===== config.mk =====
export PLATFORM = sky130hd
export DESIGN_NAME = int_context_stack
export DESIGN_NICKNAME = d
export VERILOG_FILES = /design/src/rtl/int_context_stack_pkg.sv /design/src/rtl/int_context_stack_sp_reg.sv /design/src/rtl/int_context_stack.sv
export SDC_FILE = /design/constraint.sdc
export NUM_CORES = 1
export LEC_CHECK = 0
export CORE_MARGIN = 8
export CORE_UTILIZATION = 30
export CTS_CLUSTER_SIZE = 25
export DETAILED_ROUTE_END_ITERATION = 7
export PLACE_DENSITY = 0.53
export RECOVER_POWER = 25
export SETUP_SLACK_MARGIN = 0.2
export SLEW_MARGIN = 20
export SYNTH_ARGS = -nofsm -noshare
export SYNTH_HDL_FRONTEND = slang
export SYNTH_SLANG_ARGS = --single-unit
export TNS_END_PERCENT = 100

===== constraint.sdc =====
create_clock -name clk -period 3.67 [get_ports clk]
set_input_delay 0.367 -clock clk [delete_from_list [all_inputs] [get_ports clk]]
set_output_delay 0.367 -clock clk [all_outputs]
set_load 0.01 [all_outputs]

===== src/rtl/int_context_stack_pkg.sv =====
// Shared types for the interrupt context save/restore block and the execute-stage flag register.
package int_context_stack_pkg;

    typedef enum logic [3:0] {
        IDLE,
        PUSH_HI,
        PUSH_LO,
        PUSH_FL,
        VEC,
        POP_FL,
        POP_LO,
        POP_HI,
        POP_END
    } ctx_state_t;

    // Bit positions inside the 3-bit flag register {carry, negative, zero}
    localparam int FLAG_W     = 3;
    localparam int FLAG_CARRY = 2;
    localparam int FLAG_NEG   = 1;
    localparam int FLAG_ZERO  = 0;

    function automatic logic [15:0] flags_word(input logic [FLAG_W-1:0] f);
        return {13'b0, f};
    endfunction

endpackage


===== src/rtl/int_context_stack_sp_reg.sv =====
// Stack pointer register: reset to SP_INIT, moves by one 3-word frame per push or pop.
module int_context_stack_sp_reg #(
    parameter int                ADDR_W  = 16,
    parameter logic [ADDR_W-1:0] SP_INIT = ADDR_W'(16'h07FF)
) (
    input  logic              clk,
    input  logic              rst,
    input  logic              i_dec3,
    input  logic              i_inc3,
    output logic [ADDR_W-1:0] o_sp
);

    logic [ADDR_W-1:0] r_sp;

    always_ff @(posedge clk) begin
        if (rst)
            r_sp <= SP_INIT;
        else if (i_dec3)
            r_sp <= r_sp - ADDR_W'(3);
        else if (i_inc3)
            r_sp <= r_sp + ADDR_W'(3);
    end

    assign o_sp = r_sp;

endmodule


===== src/rtl/int_context_stack.sv =====
// Saves PC/flags to the data-memory stack on interrupt entry and restores them on RTI.
// Optional macro STACK_GUARD_EN adds a sticky stack_err output and skips out-of-range frames.
module int_context_stack
    import int_context_stack_pkg::*;
#(
    parameter int                ADDR_W     = 16,
    parameter logic [ADDR_W-1:0] SP_INIT    = ADDR_W'(16'h07FF),
    parameter logic [31:0]       INT_VECTOR = 32'h0000_0000
) (
    input  logic              clk,
    input  logic              rst,
    input  logic              int_req,
    input  logic              rti_req,
    input  logic [31:0]       cur_pc,
    input  logic [FLAG_W-1:0] cur_flags,
    input  logic [15:0]       mem_rdata,
    output logic [ADDR_W-1:0] mem_addr,
    output logic [15:0]       mem_wdata,
    output logic              mem_we,
    output logic              mem_re,
    output logic              busy,
    output logic              int_ack,
    output logic              pc_load,
    output logic [31:0]       new_pc,
    output logic [FLAG_W-1:0] conditions_from_memory_pop,
    output logic              flag_regsel,
    output logic [ADDR_W-1:0] sp_out
`ifdef STACK_GUARD_EN
    ,
    output logic              stack_err
`endif
);

    ctx_state_t        r_state, w_state_nxt;
    logic [31:0]       r_pc;
    logic [FLAG_W-1:0] r_flags;
    logic [FLAG_W-1:0] r_pop_flags;
    logic [FLAG_W-1:0] r_cond;
    logic [15:0]       r_pc_lo;
    logic [ADDR_W-1:0] w_sp;
    logic              w_latch;
    logic              w_sp_dec3;
    logic              w_sp_inc3;
    logic              w_push_bad;
    logic              w_pop_bad;
    logic              w_skip;

    int_context_stack_sp_reg #(
        .ADDR_W  (ADDR_W),
        .SP_INIT (SP_INIT)
    ) u_sp (
        .clk    (clk),
        .rst    (rst),
        .i_dec3 (w_sp_dec3),
        .i_inc3 (w_sp_inc3),
        .o_sp   (w_sp)
    );

    assign sp_out = w_sp;

`ifdef STACK_GUARD_EN
    logic r_skip;
    logic w_err_set;

    // A push needs SP, SP-1, SP-2 without wrapping; a pop needs a full frame above SP.
    assign w_push_bad = (w_sp < ADDR_W'(2));
    assign w_pop_bad  = (w_sp > (SP_INIT - ADDR_W'(3)));
    assign w_err_set  = (r_state == IDLE) &&
                        ((int_req && w_push_bad) || (!int_req && rti_req && w_pop_bad));
    assign w_skip     = r_skip;

    always_ff @(posedge clk) begin
        if (rst) begin
            r_skip    <= 1'b0;
            stack_err <= 1'b0;
        end else begin
            r_skip <= (r_state == IDLE) && !int_req && rti_req && w_pop_bad;
            if (w_err_set)
                stack_err <= 1'b1;
        end
    end
`else
    assign w_push_bad = 1'b0;
    assign w_pop_bad  = 1'b0;
    assign w_skip     = 1'b0;
`endif

    always_ff @(posedge clk) begin
        if (rst) begin
            r_state     <= IDLE;
            r_pc        <= '0;
            r_flags     <= '0;
            r_pop_flags <= '0;
            r_pc_lo     <= '0;
            r_cond      <= '0;
        end else begin
            r_state <= w_state_nxt;
            if (w_latch) begin
                r_pc    <= cur_pc;
                r_flags <= cur_flags;
            end
            // Read data lags mem_re by one cycle, so each capture sits one state later.
            if (r_state == POP_LO)
                r_pop_flags <= mem_rdata[FLAG_W-1:0];
            if (r_state == POP_HI)
                r_pc_lo <= mem_rdata;
            if (r_state == POP_END && !w_skip)
                r_cond <= r_pop_flags;
        end
    end

    assign conditions_from_memory_pop = (r_state == POP_END && !w_skip) ? r_pop_flags : r_cond;

    always_comb begin
        w_state_nxt = r_state;
        w_latch     = 1'b0;
        w_sp_dec3   = 1'b0;
        w_sp_inc3   = 1'b0;
        mem_addr    = '0;
        mem_wdata   = '0;
        mem_we      = 1'b0;
        mem_re      = 1'b0;
        busy        = 1'b1;
        int_ack     = 1'b0;
        pc_load     = 1'b0;
        new_pc      = '0;
        flag_regsel = 1'b0;
        case (r_state)
            IDLE: begin
                busy = 1'b0;
                if (int_req) begin
                    if (w_push_bad) begin
                        w_state_nxt = VEC;
                    end else begin
                        w_state_nxt = PUSH_HI;
                        w_latch     = 1'b1;
                    end
                end else if (rti_req) begin
                    w_state_nxt = w_pop_bad ? POP_END : POP_FL;
                end
            end
            PUSH_HI: begin
                mem_we      = 1'b1;
                mem_addr    = w_sp;
                mem_wdata   = r_pc[31:16];
                w_state_nxt = PUSH_LO;
            end
            PUSH_LO: begin
                mem_we      = 1'b1;
                mem_addr    = w_sp - ADDR_W'(1);
                mem_wdata   = r_pc[15:0];
                w_state_nxt = PUSH_FL;
            end
            PUSH_FL: begin
                mem_we      = 1'b1;
                mem_addr    = w_sp - ADDR_W'(2);
                mem_wdata   = flags_word(r_flags);
                w_sp_dec3   = 1'b1;
                w_state_nxt = VEC;
            end
            VEC: begin
                pc_load     = 1'b1;
                new_pc      = INT_VECTOR;
                int_ack     = 1'b1;
                w_state_nxt = IDLE;
            end
            POP_FL: begin
                mem_re      = 1'b1;
                mem_addr    = w_sp + ADDR_W'(1);
                w_state_nxt = POP_LO;
            end
            POP_LO: begin
                mem_re      = 1'b1;
                mem_addr    = w_sp + ADDR_W'(2);
                w_state_nxt = POP_HI;
            end
            POP_HI: begin
                mem_re      = 1'b1;
                mem_addr    = w_sp + ADDR_W'(3);
                w_state_nxt = POP_END;
            end
            POP_END: begin
                w_state_nxt = IDLE;
                if (!w_skip) begin
                    pc_load     = 1'b1;
                    new_pc      = {mem_rdata, r_pc_lo};
                    flag_regsel = 1'b1;
                    w_sp_inc3   = 1'b1;
                end
            end
            default: w_state_nxt = IDLE;
        endcase
    end

endmodule


==> flow_metrics.tcl <==
set metrics [dict create \
    syn-num-nets 856 \
    arrival_ps 2950 \
    vias_per_cell 5.13 \
    antenna_found_initial 0 \
    synth_edf_count 0 \
    max_stage_delay_ps 410 \
    end_kind "output port" \
    grt_overflow 0 \
    cp-start-kind "flop" \
    ys.flop_type "dfxtp_1" \
    power_mw 3.05 \
    clock_path_buffers 2 \
    max_freq_mhz 301 \
    fin_area_um2 7910 \
    drt_iter0_markers 302 \
    syn_area_um2 5690 \
    hold_buffers 0 \
    synth_top_area_frac 0.271 \
    diodes 0 \
    yosys-top-cells-area "dfxtp_1 (27%), nand2_1 (9.8%), ha_1 (7.7%)" \
    crit_path_cell_trace "nand2b_4 -> nor2_4 -> inv_4 -> buf_4 -> ha_4 -> nor2_2 -> o41a_1 -> o21bai_1 -> xor2_1 -> a2111o_1 -> dlygate4sd2_1" \
    die_area_um2 23600 \
    synth_xor_area_frac 0.0646 \
    p_per_area_nw_per_um2 385 \
    grt_pass1_vias 5794 \
    synth-simple-area-share 0.272 \
    synthMuxAreaShare 0.0147 \
    insertion_delay_ps 330 \
    grt_setup_unrepaired "no" \
    holdWs_ps 449 \
    place.gp.congestion 0.840 \
    synth_largest_area_cell "dfxtp_1" \
    crit_family "compound AO/OA/AOI/OAI gates" \
    wl_um 19800 \
    htree_levels 3 \
    synthArstFlopShare 0 \
    timing.final.crit_period_ps 3320 \
    ioPinCount 144 \
    violations "max-capacitance violations, max-slew violations" \
    grt_pass1_wl_um 31500 \
    hold_viol_final 0 \
    synth_top_family_by_area "simple AND/OR/NAND/NOR gates" \
    critPathMaxFanout 10 \
    drv_slew 79 \
    final_nets 1001 \
    synth-adder-area-share 0.0839 \
    drive_gt1_frac 0.115 \
    ir_drop_mv 0.285 \
    cts_buffers 9 \
    port_buffers 143 \
    synth.most_common_cell "nand2_1" \
    power.leakage_nw 3.01 \
    timing.final.crit_share 0.904 \
    cts_tree "built" \
    routedWlPerCell_um 17.3 \
    num_vias 5890 \
    ant_nets 0 \
    ys_seq_area_frac 0.271 \
    worst_pin_slew_ps 1810 \
    syn_inst 764 \
    die_y_um 154 \
    start_util 0.305 \
    syn_area_per_cell_um2 7.45 \
    drc_errors 0 \
    root_buffer "clkbuf_16" \
    cts.clk_slew.worst_paths_ps 60 \
    ys_ff_latch 77 \
    maxSlewHeadroom -0.205 \
    num_rows 50 \
    place_area_um2 7500 \
    syn2layout_area_growth_pct 39.0 \
    slowest_stage "o41a_1" \
    fp.coreArea_um2 18600 \
    synth_compound_area_frac 0.242 \
    status "complete, but fails checks" \
    yosys-top-cells-count "nand2_1 (148), a21oi_1 (86), dfxtp_1 (77), nor2_1 (48), ha_1 (35)" \
    hpwlAfterDp_um 14800 \
    clock-sinks 77 \
    tns_ps 0 \
    ys_warn_count 0 \
    finalSetupViolCount 0 \
    first_pass_iters 4 \
    skew_ps 10.7 \
    dieWidth_um 154 \
    yosysUniqueCellTypes 75 \
    cp.buffers_inverters 3 \
    grt_start_max_net_pins 47 \
    drv_cap 2 \
    track_usage 0.162 \
    critPathKind "reg -> out" \
    hold_path_class "reg -> reg" \
    worstPathRequired_ps 3300 \
]
## stage by stage
step	cells	util	setup slack, ps
after detailed placement	1129	0.403	113
after floorplan	764	-	242
after global placement	1129	0.403	68.4
after CTS	1148	0.420	127
after global routing	1148	0.424	123
final	1148	0.424	352
## repair_timing
action / CTS / global route
pin swaps: 5 / 7
setup buffers: 3 / 0
setup endpoints to repair: 10 / 11
resized for setup: 24 / 24
## where the power goes
| group | switching [mW] | internal [mW] | leakage, nW |
|---|---|---|---|
| logic | 0.666 | 0.581 | 2.25 |
| registers | 0.0542 | 0.907 | 0.627 |
| clock network | 0.360 | 0.480 | 0.132 |
## worst reg2reg max path, stage by stage, from the launching register on
cell and delay [ps]:
dfxtp_2 350, clkbuf_1 250, nor2_1 440, nand3b_1 170, inv_1 140, buf_4 370, o21ai_0 220, and3_1 220
or3_1 350
## worst paths after layout
kind | start | end | slack [ps] | cells past startpoint
min | r_pc_lo[0] | r_pc_lo[0] | 450 | 2
min reg2reg | r_pc_lo[0] | r_pc_lo[0] | 450 | 2
max reg2reg | r_state[1] | u_sp.o_sp[7] | 1040 | 8
max | r_state[3] | mem_addr[12] | 350 | 11
## per-layer routing
metal	GRT usage	share of wire
met5	0	0
met4	0.0280	0.0046
met3	0.0577	0.081
met2	0.254	0.45
met1	0.213	0.46
## cell families (layout without fill, tap and decap cells)
group           after synthesis  count (layout)
compound gates              213             213
xor+xnor                     42              42
fa+ha+maj                    37              37
buf+inv                      66             216
flops                        77              77
mux                           8               8
simple gates                321             321
## placed cells by master, fill, tap and decap left out, drive strengths merged, types with 5 or more instances in the layout
master and instances:
a211oi 6, a21o 15, a21oi 86, a221oi 5
a22o 13, a22oi 6, a31oi 6, and2 33
and3 8, buf 45, clkbuf 18, clkdlybuf4s50 126
dfxtp 77, dlygate4sd2 6, dlygate4sd3 7, ha 35
inv 10, mux2i 5, nand2 149, nand2b 16
nand3 16, nor2 49, nor3 14, nor4 7
o21ai 32, o21bai 5, or2 6, xnor2 22
xor2 20
## registers in the layout, indices dropped and copies added, names as in the netlist
| name | count |
|---|---|
| r_pc_lo | 16 |
| r_state | 4 |
| r_pop_flags | 3 |
| r_flags | 3 |
| r_cond | 3 |
| r_pc | 32 |
| u_sp.o_sp | 16 |
## cell type report
type / instances / area (µm²)
Fill cell: 1998 / 10700
Multi-Input combinational cell: 621 / 3990
Timing Repair Buffer: 192 / 1770
Sequential cell: 77 / 1540
Tap cell: 234 / 293
Clock buffer: 10 / 239
Clock inverter: 6 / 45.0
Inverter: 8 / 32.5
(Power assumes the default switching activity.)
